`config.mk`:
```
export PLATFORM = sky130hd
export DESIGN_NAME = counter_scheduler
export DESIGN_NICKNAME = d
export VERILOG_FILES = /design/src/rtl/counter_scheduler.sv
export SDC_FILE = /design/constraint.sdc
export NUM_CORES = 1
export LEC_CHECK = 0
export CAP_MARGIN = 20
export CORE_ASPECT_RATIO = 1.5
export CORE_MARGIN = 8
export CORE_UTILIZATION = 53
export CTS_CLUSTER_SIZE = 20
export DETAILED_ROUTE_END_ITERATION = 8
export PLACE_DENSITY = 0.81
export SLEW_MARGIN = 40
export SYNTH_ARGS = -nofsm -noshare
export SYNTH_HDL_FRONTEND = slang
export SYNTH_SLANG_ARGS = --single-unit
export TNS_END_PERCENT = 1
```
`constraint.sdc`:
```
create_clock -name clock -period 4.32 [get_ports clock]
set_input_delay 0.432 -clock clock [delete_from_list [all_inputs] [get_ports clock]]
set_output_delay 0.432 -clock clock [all_outputs]
set_load 0.05 [all_outputs]
```
`src/rtl/counter_scheduler.sv`:
```
// counter_scheduler: round-robin arbitrated shared counter (inc/dec/clear/read) with a grant/ack handshake
// Ports: clock; reset (async, active low); req/op per requester; grant/ack one-hot, registered;
// data_o shared counter; busy = FSM not idle; wrap = one-cycle pulse in ACK on inc/dec overflow.
module counter_scheduler #(
  parameter int Requesters = 4,
  parameter int Size = 8
) (
  input  logic                      clock,
  input  logic                      reset,
  input  logic [Requesters-1:0]     req,
  input  logic [2*Requesters-1:0]   op,
  output logic [Requesters-1:0]     grant,
  output logic [Requesters-1:0]     ack,
  output logic [Size-1:0]           data_o,
  output logic                      busy,
  output logic                      wrap
);
  localparam int W = $clog2(Requesters);
  localparam logic [1:0] IDLE = 2'd0, GRANT = 2'd1, ACK = 2'd2;
  localparam logic [Requesters-1:0] one = 1;
  logic [1:0] state;
  logic [W-1:0] last, w, pick;
  logic [W:0] cand;
  logic found;
  logic [1:0] cur_op;
  // candidates are visited from last+1 upward with wrap; the first requesting one wins
  always_comb begin
    pick = last;
    found = 1'b0;
    cand = '0;
    for (int i = 0; i < Requesters; i++) begin
      cand = {1'b0, last} + (W+1)'(i + 1);
      if (cand >= (W+1)'(Requesters)) cand = cand - (W+1)'(Requesters);
      if (!found && req[cand[W-1:0]]) begin
        pick = cand[W-1:0];
        found = 1'b1;
      end
    end
  end
  assign cur_op = op[{w, 1'b0} +: 2];
  assign busy = state != IDLE;
  always_ff @(posedge clock or negedge reset)
    if (!reset) begin
      state <= IDLE;
      last <= W'(Requesters - 1);
      w <= '0;
      grant <= '0;
      ack <= '0;
      data_o <= '0;
      wrap <= '0;
    end else begin
      grant <= '0;
      ack <= '0;
      wrap <= 1'b0;
      case (state)
        IDLE: if (|req) begin
          w <= pick;
          grant <= one << pick;
          state <= GRANT;
        end
        GRANT: if (req[w]) begin
          state <= ACK;
          ack <= one << w;
          last <= w;
          data_o <= cur_op == 2'b00 ? data_o + 1'b1 :
                    cur_op == 2'b01 ? data_o - 1'b1 :
                    cur_op == 2'b10 ? '0 : data_o;
          wrap <= (cur_op == 2'b00 && &data_o) || (cur_op == 2'b01 && ~|data_o);
        end else
          state <= IDLE;
        default: state <= IDLE;
      endcase
    end
endmodule

```
==> metrics, run 1 <==
gr ovfl total=0; status=finished clean; Mapped Nets=165; Die W=approximately 58 um; CP startpoint=w[0]; initial antenna violation count=0; Post-CTS Hold Fix Bufs=0; # resized after CTS=0; Max Slew Vio Count=0; setup tns final=0 ns; # rows=22; die height=slightly below 80 um; Wirelength per Cell=approximately 18 um; Max clock buf depth=2; Reg clk slew, reported paths=approximately 0.12 ns; Worst Path Arrival=2.49 ns; Primary FF master, synth=dfrtp_1; final wirelength=approximately 3500 um; overall routing resource usage=between 10% and 20%; starting density of the core=between 50% and 60%; root buffer cell=clkbuf_4; vias in the first global route=1,283; largest net degree at the start of global routing=25; worst skew pair latency=roughly 0.31 ns; Synth area leader=dfrtp_1; Max Cap Viol=0; # port buffers=31; Tcrit/Tclk final=between 50 and 60%; Max VDD drop=477 uV; synthesized area=approximately 1400 sq um; synth cell count leaders=dfrtp_1 (21), nor2_1 (15), inv_1 (12); Synth cell types=between 40 and 50; post-place setup slack=between 1.5 and 2 ns; top-count cell post-synth=dfrtp_1; fmax=0.447 GHz; number of diodes=0; headroom to the max-slew limit=roughly 66%; Post-DP HPWL=2600 um; vias per cell=around 6.5; Critical Path Fanout Max=24; via count=around 1,300; Lkg Pwr=0.718 nW; clock skew=0.00129 ns; total core area=approximately 2400 sq um; r2r startpoint=w[0]; synth warn=0; first-pass GRT wire length=just under 6000 um; Starting DRT DRC Count=30; CTS buffer count=3; clock period minus worst slack=about 2.2 ns; post-synthesis async set-or-reset flop share=100%; CTS tree=yes; Pwr Density=~760 nW/um^2; first drt pass iteration count=4; clock sinks=23; Hold WC Path Type=input pin to asynchronous set/reset pin; Post-CTS Setup Inserts=0; Post-synth EDFFs=0; # DRC=0; final worst slack=between 2 and 2.5 ns; RePlAce Congestion=around 0.9; I/O Pins=32; final setup vio count=0; Final Hold Viols=0; Routed Antenna Nets=0; RSZ-0062 raised after global routing=false; CP required=between 4 and 5 ns; Synth top area share=38.1%; htree depth=1; fillers=between 150 and 200; crit end category=flop; Post-Syn Area per Cell=between 9 and 10 sq um; sequential share of the synthesized area=about two fifths; layout cells sized above 1=8.00%; cells after synthesis=148; die area=~4500 sq um; Least-Margin Pin Slew=roughly 0.51 ns; synthesized flop and latch total=23; CP Class=flop to flop; nets=approximately 190; Layout area overhead=23.9%; top post-synthesis cells by area=dfrtp_1 (38%), nor2_1 (4.1%), dfstp_2 (3.8%); startpoint types=flop
-- metal layers --
| layer | GRT usage (%) | up-vias | part of all wire, % |
|---|---|---|---|
| li1 | - | 600 | - |
| met1 | 17.0 | 630 | 38 |
| met2 | 30.2 | 49 | 55 |
| met3 | 2.61 | 7 | 5.7 |
| met4 | 8.31 | 0 | 2.0 |
| met5 | 0 | - | 0 |
-- critical path, stage by stage (launching register included) --
cell,delay (ns)
dfrtp_1,0.47
mux4_2,0.76
or3_1,0.44
a2111oi_2,0.36
a2111o_1,0.15
-- flip-flops by register name, indices dropped and copies added (netlist names) --
register  flops
state         2
wrap          1
ack           4
data_o        8
w             2
grant         4
last          2
-- path summary, 6_finish.rpt --
check / cells past startpoint / endpoint / slack, ns
max: 4 / data_o[5] / 2.08
min: 1 / ack[1] / 0.08
max reg2reg: 4 / data_o[5] / 2.08
min reg2reg: 1 / last[0] / 0.54
max in group asynchronous: 1 / last[0] / 3.89
min in group clock: 1 / last[0] / 0.54
-- through the flow --
stage	utilization, %	power [mW]	cell area (sq um)	hold WS, ns	cells
floorplan	-	0.975	1380	0.136	148
global placement	68.8	1.18	1690	0.498	195
detailed placement	68.6	1.20	1680	0.430	195
CTS	69.7	1.30	1710	0.0884	199
global route	69.7	1.40	1710	0.110	199
finish	69.7	1.30	1710	0.0763	199
-- area by class of cell --
cell class                      count  area, sq um  share of cell area (%)
Sequential cell                    23          578                    33.9
Inverter                           12         45.0                    2.64
Tap cell                           24         30.0                    1.76
Timing Repair Buffer               31          305                    17.9
Clock buffer                        4         26.3                    1.54
Multi-Input combinational cell    105          722                    42.3
-- placed cells by master (no fill, tap or decap), types with 5 or more instances in the layout --
| master | synthesis | final |
|---|---|---|
| nor3_1 | 5 | 5 |
| mux2i_1 | 5 | 5 |
| nor2_1 | 15 | 15 |
| clkdlybuf4s50_1 | 0 | 30 |
| o21ai_0 | 10 | 10 |
| o311ai_0 | 5 | 5 |
| nand2_1 | 8 | 8 |
| inv_1 | 12 | 12 |
| dfrtp_1 | 21 | 21 |
-- cell families after synthesis --
family / share of synthesized area [%]
XOR/XNOR: 0.636
multiplexers: 7.72
flip-flops: 42.0
AND/OR/NAND/NOR: 22.2
buffers and inverters: 5.63
AO/OA/AOI/OAI: 19.2
adder cells (fa/ha/maj): 2.73
-- power by group --
part / total (mW) / internal [mW] / leakage, nW / switching, mW
Combinational: 0.782 / 0.294 / 0.421 / 0.488
Sequential: 0.421 / 0.301 / 0.282 / 0.120
Clock: 0.0981 / 0.0361 / 0.0150 / 0.0621
Total: 1.30 / 0.631 / 0.718 / 0.670
No activity file was read; power rests on OpenSTA's default activity.
==> inputs of run 2 (changes only) <==
Settings changed: CORE_UTILIZATION 53 to 49, PLACE_DENSITY 0.81 to 0.76.
Clock period 4.32 ns to 2.1 ns, I/O delays scaled along.
==> metrics, run 2 (same netlist as run 1, synthesis figures left out) <==
via count=1,306 (+1.6%); Tcrit/Tclk final=97.3% (+46 points); CP peak stage delay=0.46 ns (-0.30 ns); Max clock buf depth=2 (unchanged); Hold WS=0.316 ns (+0.240 ns); final cell count without fillers=224 (+13%); Lkg Pwr=0.781 nW (+8.8%); total core area=2680 sq um (+9.2%); first-pass GRT wire length=6070 um (+1.9%); I/O Pins=32 (unchanged); CTS tree=yes; final wirelength=3670 um (+5.3%); Post-CTS Hold Fix Bufs=0 (unchanged); Post-DP HPWL=2890 um (+11%); Levels on crit path=4 (unchanged); root buffer cell=clkbuf_8; commonest non-fill, non-tap cell in the layout=clkdlybuf4s50_1; vias in the first global route=1,323 (+3.1%); # DRC=0 (unchanged); most frequent cells in the layout=clkdlybuf4s50_1 (31), dfrtp_1 (20), nor2_1 (15); clock skew=0.00572 ns (+0.00444 ns); clock sinks=23 (unchanged); number of diodes=0 (unchanged); first drt pass iteration count=6 (+2); CP Class=flop to flop; final setup vio count=0 (unchanged); htree depth=1 (unchanged); worst skew pair latency=0.26 ns (-0.05 ns); largest net degree at the start of global routing=24 (-4.0%); overall routing resource usage=16.4% (+0.055 points); final worst slack=0.0565 ns (-2.03 ns); fmax=0.489 GHz (+9.4%); R2R Setup Slk=0.06 ns (-2.03 ns); Top Registers=data_o (8), ack (4), grant (4); Worst Path Arrival=2.18 ns (-0.31 ns); Reg2Reg Depth=4 (unchanged); Final Hold Viols=0 (unchanged); # port buffers=31 (unchanged); clock period minus worst slack=2.04 ns (-0.193 ns); Starting DRT DRC Count=41 (+37%); RePlAce Congestion=0.925 (+3.3%); status=finished clean; Max Cap Viol=0 (unchanged); max reg flops=8 (unchanged); Cell Chain, Critical Path=or3b_2 -> o22a_1 -> or2_2 -> o311ai_0; Max Slew Vio Count=0 (unchanged); # rows=23 (+4.5%); met2 GRT Util=29.1% (-1.2 points); post-place setup slack=-0.0231 ns (-1.79 ns); GRT busiest layer=met2; fillers=226 (+15%); Worst R2R End=data_o[4]; CTS buffer count=3 (unchanged); Multi-input gate area=722 sq um (unchanged); die height=80.9 um (+3.2%); Least-Margin Pin Slew=0.523 ns (+0.0102 ns); starting density of the core=51.5% (-4.8 points); Reg clk slew, reported paths=0.08 ns (-0.04 ns); initial antenna violation count=0 (unchanged); Max VDD drop=1000 uV (+110%); Hold WC Path Type=input pin to asynchronous set/reset pin; CP endpoint=data_o[4]; Worst Path Buf+Inv=0 (unchanged); met3 Use GR=3.00% (+0.39 points); placed insts=220 (+13%); Pwr Density=1560 nW/um^2 (+100%); vias per cell=5.83 (-9.8%); grt met1 use=16.8% (-0.25 points); Layout area overhead=33.4%; Critical Path Fanout Max=6 (-75%); gr ovfl total=0 (unchanged); die area=4800 sq um (+6.2%); nets=205 (+6.2%); Largest Register=data_o; Die W=59.3 um (+2.9%); RSZ-0062 raised after global routing=false; CP required=2.24 ns (-2.34 ns); crit end category=flop; Routed Antenna Nets=0 (unchanged); Sequential Area=579 sq um (+0.22%); critical path's slowest cell=or3b_2; CP startpoint=w[0]; Wirelength per Cell=16.4 um (-6.5%); r2r startpoint=w[0]; startpoint types=flop; headroom to the max-slew limit=65.0% (-0.79 points); layout cells sized above 1=13.9% (+5.9 points); Top delay family on crit path=simple AND/OR/NAND/NOR gates
[run 2: cell count changes in the layout (fill, tap and decap cells not counted), moves of 2 or more]
| cell | previous run | this run |
|---|---|---|
| buf_4 | 0 | 12 |
| clkbuf_4 | 3 | 0 |
| clkbuf_8 | 0 | 3 |
| o311ai_0 | 5 | 3 |
| o311ai_1 | 0 | 2 |
[run 2: metal layers]
| metal | vias up | share of wire [%] |
|---|---|---|
| li1 | 625 | - |
| met1 | 613 | 38 |
| met2 | 62 | 54 |
| met3 | 6 | 5.6 |
| met4 | 0 | 1.8 |
| met5 | - | 0 |
[run 2: where the power goes]
part	total [mW]	leakage, nW	internal (mW)	switching [mW]
combinational	1.74	0.478	0.703	1.04
sequential	0.860	0.281	0.622	0.238
clock	0.266	0.0228	0.135	0.131
total	2.87	0.781	1.46	1.41
[run 2: what timing repair did]
| action | CTS | global route |
|---|---|---|
| gates resized for setup | 0 | 3 |
| setup buffers | 0 | 0 |
| endpoints found under the setup margin | 0 | 4 |
| endpoints found under the hold margin | 0 | 0 |
[run 2: through the flow]
stage	utilization (%)	setup TNS (ns)	instance area [sq um]	total power, mW
after CTS	68.6	0	1840	2.87
after detailed placement	66.9	-0.0326	1790	2.60
final	68.7	0	1840	2.87
after floorplan	-	0	1380	2.01
after global routing	68.7	0	1840	3.08
after global placement	66.9	0	1790	2.54
[run 2: how the worst min path moves through the flow]
stage	startpoint	to	slack (ns)
after floorplan	reset	ack[0]	-0.09
after global placement	last[0]	last[0]	0.50
after detailed placement	last[0]	last[0]	0.51
after CTS	reset	ack[1]	0.32
after global routing	reset	state[0]	0.34
final	reset	state[0]	0.32
[run 2: layout make-up]
class,count,share of cell area (%)
Tap cell,37,2.52
Multi-Input combinational cell,105,39.3
Clock buffer,4,2.45
Sequential cell,23,31.5
Timing Repair Buffer,43,21.8
Inverter,12,2.45
[run 2: worst reg2reg max path, delay by kind of cell (launching register included)]
kind | cells | cell delay (ns)
AO/OA/AOI/OAI | 2 | 0.64
flip-flops | 1 | 0.45
AND/OR/NAND/NOR | 2 | 0.84
==> inputs of run 3 (changes only) <==
Settings changed: CORE_UTILIZATION 49 to 31, PLACE_DENSITY 0.76 to 0.51.
==> metrics, run 3 (same netlist as run 1, synthesis figures left out) <==
status=finished clean; Hold WC Path Type=input pin to asynchronous set/reset pin; # rows=29 (+26%); Top Registers=data_o (8), ack (4), grant (4); final cell count without fillers=235 (+4.9%); Critical Path Fanout Max=5 (-1); Post-CTS Hold Fix Bufs=0 (unchanged); largest net degree at the start of global routing=24 (unchanged); overall routing resource usage=11.4% (-5.0 points); grt met1 use=11.2% (-5.6 points); setup tns final=0 ns (unchanged); Post-CTS Setup Inserts=0 (unchanged); htree depth=1 (unchanged); max reg flops=8 (unchanged); placed insts=231 (+5.0%); Power, Total=2.95 mW (+2.7%); Largest Register=data_o; final wirelength=3900 um (+6.3%); gr ovfl total=0 (unchanged); met2 GRT Util=21.2% (-7.9 points); Layout area overhead=36.5%; Worst Path Arrival=2.29 ns (+0.11 ns); most frequent cells in the layout=clkdlybuf4s50_1 (31), dfrtp_1 (21), nor2_1 (15); Least-Margin Pin Slew=0.513 ns (-0.00952 ns); initial antenna violation count=0 (unchanged); CTS buffer count=3 (unchanged); total core area=4250 sq um (+59%); clock period minus worst slack=2.08 ns (+0.0414 ns); share of total power in sequential cells=29.4% (-0.6 points); Reg clk slew, reported paths=0.09 ns (about the same); root buffer cell=clkbuf_8; first-pass GRT wire length=6550 um (+7.8%); first drt pass iteration count=4 (-2); Starting DRT DRC Count=106 (+160%); die area=6880 sq um (+43%); nets=207 (+0.98%); Max Cap Viol=0 (unchanged); vias per cell=5.69 (-2.4%); Lkg Pwr=0.798 nW (+2.2%); I/O Pins=32 (unchanged); CP required=2.30 ns (+0.06 ns); Pwr Density=1570 nW/um^2 (+0.36%); layout cells sized above 1=14.8% (+0.91 points); clock sinks=23 (unchanged); worst skew pair latency=0.26 ns (about the same); clock share of power=9.6% (+0.3 points); Sw Share=49.2% (+0.092 points); Internal Power=1.50 mW (+2.5%); # DRC=0 (unchanged); clock skew=0.00219 ns (-0.00354 ns); Hold WS=0.293 ns (-0.0233 ns); CP peak stage delay=0.54 ns (+0.08 ns); number of diodes=0 (unchanged); fmax=0.480 GHz (-2.0%); Max Slew Vio Count=0 (unchanged); GRT busiest layer=met2; critical path's slowest cell=mux4_2; met3 Use GR=2.86% (-0.14 points); RSZ-0062 raised after global routing=true; die height=97.6 um (+21%); startpoint types=flop; post-place setup slack=-0.0140 ns (+0.00914 ns); headroom to the max-slew limit=65.7% (+0.64 points); crit end category=flop; logic gate share of total power=61.0% (+0.2 points); via count=1,337 (+2.4%); Post-DP HPWL=3000 um (+4.0%); Cell Chain, Critical Path=buf_12 -> mux4_2 -> or3_4 -> a2111oi_2 -> a2111o_1; Max clock buf depth=2 (unchanged); Top delay family on crit path=multiplexers; CTS tree=yes; Tcrit/Tclk final=99.3% (+2.0 points); CP Class=flop to flop; Final Hold Viols=0 (unchanged); final setup vio count=0 (unchanged); Worst Path Buf+Inv=1 (+1); commonest non-fill, non-tap cell in the layout=clkdlybuf4s50_1; Routed Antenna Nets=0 (unchanged); vias in the first global route=1,401 (+5.9%); # port buffers=31 (unchanged); Max VDD drop=607 uV (-39%); RePlAce Congestion=0.771 (-17%); Sw Pwr=1.45 mW (+2.9%); Wirelength per Cell=16.6 um (+1.3%); final worst slack=0.0151 ns (-0.0414 ns); starting density of the core=32.4% (-19 points); Die W=70.4 um (+19%)
## run 3: cell type report
class,count,area [sq um]
clock buffer,4,45.0
timing repair buffer,45,428
fill,415,2360
multi-input combinational,105,727
tap,46,57.6
inverter,12,45.0
sequential,23,578
## run 3: worst paths after layout
kind	from	to	slack, ns	depth (start not counted)
max in group asynchronous	reset	last[1]	1.52	2
min in group clock	last[0]	last[0]	0.52	1
worst max-delay path	w[0]	data_o[5]	0.02	5
worst min-delay path	reset	data_o[4]	0.29	2
worst min register to register	last[0]	last[0]	0.52	1
worst max register to register	w[0]	data_o[5]	0.02	5
## run 3: worst register-to-register path, delay by kind of cell (launching register included)
| kind | cells | cell delay [ns] |
|---|---|---|
| multiplexers | 1 | 0.54 |
| AO/OA/AOI/OAI | 2 | 0.53 |
| flip-flops | 1 | 0.43 |
| AND/OR/NAND/NOR | 1 | 0.39 |
| buffers and inverters | 1 | 0.13 |
## run 3: metal layers
metal | share of wire (%) | up-vias
met4 | 2.8 | 0
met3 | 5.5 | 15
met1 | 38 | 649
li1 | - | 623
met5 | 0 | -
met2 | 54 | 50
## run 3: per-stage QoR
step | area, sq um | utilization [%]
6_report | 1880 | 44.3
5_1_grt | 1880 | 44.3
4_1_cts | 1880 | 44.2
3_5_place_dp | 1830 | 43.1
3_3_place_gp | 1830 | 43.1
2_1_floorplan | 1380 | -
## run 3: what timing repair did
| action | CTS | global route |
|---|---|---|
| setup endpoints to repair | 0 | 3 |
| hold endpoints to repair | 0 | 0 |
| resized for setup | 0 | 2 |
## run 3: power by group through the flow
| stage | Clock (mW) | Combinational [mW] | Sequential [mW] |
|---|---|---|---|
| CTS | 0.291 | 1.80 | 0.866 |
| floorplan | 0 | 0.873 | 1.13 |
| global route | 0.305 | 1.94 | 0.901 |
| global placement | 0 | 1.77 | 0.866 |
| finish | 0.283 | 1.80 | 0.868 |
| detailed placement | 0 | 1.79 | 0.874 |
